`src/rtl/mindy_pkg.sv`:
```
// ============================================================================
// mindy_pkg : shared states, default widths and length-field helper for Mindy
// Rev 1.0
// ============================================================================
`default_nettype none

package mindy_pkg;

    localparam int MINDY_DATA_WBITS = 512;
    localparam int MINDY_LEN_WBITS  = 16;

    typedef logic [1:0] mindy_state_t;
    localparam mindy_state_t S_IDLE = 2'd0;
    localparam mindy_state_t S_HDR  = 2'd1;
    localparam mindy_state_t S_DATA = 2'd2;

    // Returns the beat-count field held in the low len_wbits bits (up to 32).
    function automatic logic [31:0] mindy_len_field(input logic [31:0] md_low,
                                                    input int          len_wbits);
        logic [31:0] mask;
        mask = (len_wbits >= 32) ? 32'hFFFF_FFFF : ((32'd1 << len_wbits) - 32'd1);
        return md_low & mask;
    endfunction

endpackage

`default_nettype wire

```
`src/rtl/mindy_beat_counter.sv`:
```
// ============================================================================
// mindy_beat_counter : loadable down-counter of remaining frame beats
// Rev 1.0
// ============================================================================
`default_nettype none

module mindy_beat_counter #(
    parameter int WBITS = 16
) (
    input  logic             clk,
    input  logic             reset,
    input  logic             i_load,
    input  logic [WBITS-1:0] i_load_val,
    input  logic             i_dec,
    output logic             o_last
);

    logic [WBITS-1:0] r_remaining;

    always_ff @(posedge clk) begin
        if (reset) begin
            r_remaining <= '0;
        end else if (i_load) begin
            r_remaining <= i_load_val;
        end else if (i_dec && (r_remaining != '0)) begin
            r_remaining <= r_remaining - WBITS'(1);
        end
    end

    assign o_last = (r_remaining == WBITS'(1));

endmodule

`default_nettype wire

```
`src/rtl/mindy_merge.sv`:
```
// ============================================================================
// mindy_merge : joins meta-data and frame-data streams into AXIS packets
// Optional: MINDY_MERGE_STATS_EN adds packet_count / stall_cycles outputs
// Rev 1.0
// ============================================================================
`default_nettype none

module mindy_merge
    import mindy_pkg::*;
#(
    parameter int DATA_WBITS = MINDY_DATA_WBITS,
    parameter int LEN_WBITS  = MINDY_LEN_WBITS
) (
    input  logic                  clk,
    input  logic                  reset,
    input  logic [DATA_WBITS-1:0] AXIS_MD_IN_TDATA,
    input  logic                  AXIS_MD_IN_TVALID,
    output logic                  AXIS_MD_IN_TREADY,
    input  logic [DATA_WBITS-1:0] AXIS_FD_IN_TDATA,
    input  logic                  AXIS_FD_IN_TVALID,
    output logic                  AXIS_FD_IN_TREADY,
    output logic [DATA_WBITS-1:0] AXIS_OUT_TDATA,
    output logic                  AXIS_OUT_TVALID,
    output logic                  AXIS_OUT_TLAST,
    input  logic                  AXIS_OUT_TREADY
`ifdef MINDY_MERGE_STATS_EN
    ,
    output logic [31:0]           packet_count,
    output logic [31:0]           stall_cycles
`endif
);

    mindy_state_t          r_state;
    logic [DATA_WBITS-1:0] r_md;
    logic [LEN_WBITS-1:0]  w_len;
    logic                  w_last;
    logic                  w_md_hs;
    logic                  w_out_hs;

    assign w_len    = LEN_WBITS'(mindy_len_field(32'(r_md), LEN_WBITS));
    assign w_md_hs  = AXIS_MD_IN_TVALID & AXIS_MD_IN_TREADY;
    assign w_out_hs = AXIS_OUT_TVALID & AXIS_OUT_TREADY;

    mindy_beat_counter #(
        .WBITS (LEN_WBITS)
    ) u_beat_counter (
        .clk        (clk),
        .reset      (reset),
        .i_load     ((r_state == S_HDR) && w_out_hs && (w_len != '0)),
        .i_load_val (w_len),
        .i_dec      ((r_state == S_DATA) && w_out_hs),
        .o_last     (w_last)
    );

    // In S_DATA the frame stream passes straight through with no register stage.
    always_comb begin
        AXIS_MD_IN_TREADY = 1'b0;
        AXIS_FD_IN_TREADY = 1'b0;
        AXIS_OUT_TDATA    = r_md;
        AXIS_OUT_TVALID   = 1'b0;
        AXIS_OUT_TLAST    = 1'b0;
        case (r_state)
            S_IDLE: AXIS_MD_IN_TREADY = 1'b1;
            S_HDR: begin
                AXIS_OUT_TVALID = 1'b1;
                AXIS_OUT_TLAST  = (w_len == '0);
            end
            S_DATA: begin
                AXIS_OUT_TDATA    = AXIS_FD_IN_TDATA;
                AXIS_OUT_TVALID   = AXIS_FD_IN_TVALID;
                AXIS_FD_IN_TREADY = AXIS_OUT_TREADY;
                AXIS_OUT_TLAST    = w_last;
            end
            default: ;
        endcase
        if (reset) begin
            AXIS_MD_IN_TREADY = 1'b0;
            AXIS_FD_IN_TREADY = 1'b0;
            AXIS_OUT_TVALID   = 1'b0;
            AXIS_OUT_TLAST    = 1'b0;
        end
    end

    always_ff @(posedge clk) begin
        if (reset) begin
            r_state <= S_IDLE;
            r_md    <= '0;
        end else begin
            case (r_state)
                S_IDLE: begin
                    if (w_md_hs) begin
                        r_md    <= AXIS_MD_IN_TDATA;
                        r_state <= S_HDR;
                    end
                end
                S_HDR: begin
                    if (w_out_hs) r_state <= (w_len == '0) ? S_IDLE : S_DATA;
                end
                S_DATA: begin
                    if (w_out_hs && w_last) r_state <= S_IDLE;
                end
                default: r_state <= S_IDLE;
            endcase
        end
    end

`ifdef MINDY_MERGE_STATS_EN
    logic [31:0] r_packet_count;
    logic [31:0] r_stall_cycles;

    always_ff @(posedge clk) begin
        if (reset) begin
            r_packet_count <= '0;
            r_stall_cycles <= '0;
        end else begin
            if (w_out_hs && AXIS_OUT_TLAST) r_packet_count <= r_packet_count + 32'd1;
            if (AXIS_OUT_TVALID && !AXIS_OUT_TREADY) r_stall_cycles <= r_stall_cycles + 32'd1;
        end
    end

    assign packet_count = r_packet_count;
    assign stall_cycles = r_stall_cycles;
`endif

endmodule

`default_nettype wire

```
`config.mk`:
```
export PLATFORM = sky130hd
export DESIGN_NAME = mindy_merge
export DESIGN_NICKNAME = d
export VERILOG_FILES = /design/src/rtl/mindy_pkg.sv /design/src/rtl/mindy_beat_counter.sv /design/src/rtl/mindy_merge.sv
export SDC_FILE = /design/constraint.sdc
export NUM_CORES = 1
export LEC_CHECK = 0
export BUFFER_PORTS_ARGS = -buffer_cell sky130_fd_sc_hd__buf_2
export CAP_MARGIN = 40
export CORE_AREA = 2 2 604 606
export CTS_BUF_LIST = sky130_fd_sc_hd__clkbuf_8
export CTS_CLUSTER_DIAMETER = 40
export DETAILED_ROUTE_END_ITERATION = 16
export DIE_AREA = 0 0 606 608
export GPL_TIMING_DRIVEN = 0
export SLEW_MARGIN = 20
export SYNTH_ARGS = -nofsm -noshare
export SYNTH_HDL_FRONTEND = slang
export SYNTH_SLANG_ARGS = --single-unit
```
`constraint.sdc`:
```
create_clock -name clk -period 2.6 [get_ports clk]
set_input_delay 0.13 -clock clk [delete_from_list [all_inputs] [get_ports clk]]
set_output_delay 0.13 -clock clk [all_outputs]
set_load 0.1 [all_outputs]
```
==> impl_metrics.tcl <==
set metrics [dict create \
    outcome "finished with violations" \
    failed_checks "setup timing" \
    finalPower_mw 63.8 \
    num_vias 35841 \
    die_h_um 608 \
    synth-edff-count 0 \
    finalMaxSlewViolations 0 \
    routed_via_density 3.34 \
    start_kind "flop" \
    dpl_cell_area_mm2 0.0407 \
    gp_routability_congestion 1.06 \
    nFillCells 40520 \
    syn_area_mm2 0.0259 \
    hold_path.class "in2reg" \
    fin_crit_sh_pct 120 \
    finClkSkew_ps 68.7 \
    synthTopCellsByArea "dfxtp_1 (41%), mux2_2 (22%), nand2b_1 (12%)" \
    synth_flop_cell "dfxtp_1" \
    ir_drop_mv 0.687 \
    drc 0 \
    clk_path_buf_depth 4 \
    p_per_area_mw_per_mm2 1080 \
    synthToLayoutAreaGrowth_pct 129 \
    tritoncts_num_sinks 530 \
    tritoncts "done" \
    rsz0062_at_grt "yes" \
    grt_pass1_wl_um 410000 \
    die_area_mm2 0.368 \
    crit_required_ps 2470 \
    rr_startpoint "r_state[0]" \
    crit_path_end_kind "output port" \
    routedWlPerCell_um 31.9 \
    yosys.cell_count.top_type "dfxtp_1" \
    synth_nets 3993 \
    ctsRootBufferMaster "clkbuf_8" \
    grt_usage_pct 17.6 \
    initial_core_util_pct 7.17 \
    setup_ws_ps -512 \
    synthDistinctLibCells 56 \
    worst_slew_pin_slew_ps 842 \
    antenna_found_initial 291 \
    startpoint "r_state[0]" \
    hpwl_um 297000 \
    ant_nets 0 \
    power.leakage_nw 24.2 \
    wirelength_um 342000 \
    globalRouteOverflowTotal 0 \
    nNetsFinal 6760 \
    placementRows 221 \
    drive_gt1_share_pct 42.9 \
    multi_input_area_mm2 0.0150 \
    setup_viol 794 \
    synth_top_area_cell "dfxtp_1" \
    crit_arrival_ps 2980 \
    synthTopCellsByCount "dfxtp_1 (530), nand2_1 (526), o21ai_0 (515)" \
    period_minus_slack_ps 3110 \
    ys_seq_elements 530 \
    critPathMaxFanout 10 \
    ios 1545 \
    clkSlewWorstSetupHoldPaths_ps 50 \
    insertion_delay_ps 940 \
    first_global_vias 35330 \
    ys_warn_count 0 \
    die_x_um 606 \
    fmax_ghz 0.321 \
    hold_path.startpoint "AXIS_MD_IN_TDATA[399]" \
    grt_max_degree 12 \
    seqCellArea_mm2 0.0106 \
    ys_seq_area_share_pct 40.9 \
    synth_area_per_cell_um2 8.77 \
    async_reset_ff_share_pct 0 \
    cts_buffers 144 \
    postSynthCellCount 2958 \
    slew_headroom_pct 43.6 \
    maxCapViolations 0 \
    dr.pass1.iters 8 \
    io_buffer_count 1544 \
    worstSetupPathType "reg2out" \
    core_region_area_mm2 0.362 \
    netlist.area_leader.share_pct 40.9 \
    stdcell_area_mm2 0.0593 \
    drt_iter0_drc 2544 \
    timing.hold.ws_ps 95.2 \
    h-tree-depth 4 \
    hold_violations 0 \
]
logic make-up after synthesis:
family | Yosys count | synth area share [%]
compound gates | 563 | 11.5
xor+xnor | 5 | 0.169
fa+ha+maj | 6 | 0.289
buf+inv | 242 | 3.56
flops | 530 | 40.9
mux | 512 | 22.2
simple gates | 1100 | 21.3
cells in the final DEF (no fill, tap or decap), types with 4 or more instances in the layout:
master and instances:
buf_2 1164, dlygate4sd3_1 969, dfxtp_1 528, nand2_1 526
o21ai_0 515, nand2b_1 513, mux2_2 366, buf_12 189
clkbuf_8 179, buf_4 167, mux2_4 146, clkbuf_1 138
diode_2 107, buf_6 90, buf_8 50, inv_1 31
clkbuf_2 24, clkbuf_16 23, clkinv_2 18, bufinv_16 18
buf_16 14, nand3_1 14, clkinvlp_4 14, nor2_1 13
clkbuf_4 8, nor3_1 6, buf_1 5, ha_1 5
a21oi_1 4, a31oi_1 4, xnor2_1 4, a32oi_1 4
o31ai_1 4, inv_6 4
final cells by class:
class / count / area share, %
flip-flops and latches: 530 / 17.9
well taps: 4794 / 10.1
diodes: 107 / 0.452
repair buffers: 2622 / 37.7
clock inverters: 82 / 1.53
plain buffers: 233 / 3.06
inverters: 8 / 0.0506
multi-input cells: 2186 / 25.3
clock buffers: 165 / 3.83
metrics by stage:
stage                TNS, ps  setup WS (ps)  instances  util (%)
floorplan                  0           75.8       2958         -
global placement    -1793740          -3300       9296      11.0
detailed placement   -947020          -1900       9351      11.3
CTS                  -421260           -779      10595      15.8
global route         -346550           -673      10691      16.4
finish               -188900           -512      10727      16.4
state kept, by name, indices dropped and copies added (netlist names):
| name | flops |
|---|---|
| r_state | 2 |
| u_beat_counter.r_remaining | 16 |
| r_md | 512 |
final timing paths:
check                        endpoint  slack, ps  cells past startpoint
setup / recovery  AXIS_OUT_TDATA[168]       -510                     10
hold / removal              r_md[399]        100                      4
hold reg to reg             r_md[511]        470                      2
setup reg to reg            r_md[162]       -340                     14
power by group:
group	leakage, nW	switching [mW]	internal, mW
registers	4.37	1.21	9.63
clock network	1.68	5.28	7.62
logic	18.1	28.9	11.2
total	24.2	35.4	28.5
critical path, stage by stage (launching register included):
cell and delay, ps:
dfxtp_2 320, inv_2 70, ha_4 140, buf_6 120, buf_6 160, clkbuf_16 190
buf_4 130, clkbuf_16 170, mux2_2 340, buf_2 150, buf_12 150
layer usage:
layer / global-route usage (%) / up-vias / share of wire, %
met5: 0.353 / - / 0.27
met2: 30.2 / 2191 / 48
met1: 19.2 / 17124 / 37
met3: 7.59 / 750 / 11
met4: 6.41 / 116 / 4.5
li1: - / 15660 / -
what timing repair did:
| action | 4_1_cts | 5_1_grt |
|---|---|---|
| gates resized for setup | 906 | 541 |
| hold endpoints to repair | 529 | 0 |
| hold buffers | 969 | 0 |
| endpoints found under the setup margin | 1041 | 1036 |
| setup buffers | 22 | 22 |
| gates cloned | 7 | 5 |
| pin swaps | 1 | 0 |
(Power assumes the default switching activity.)
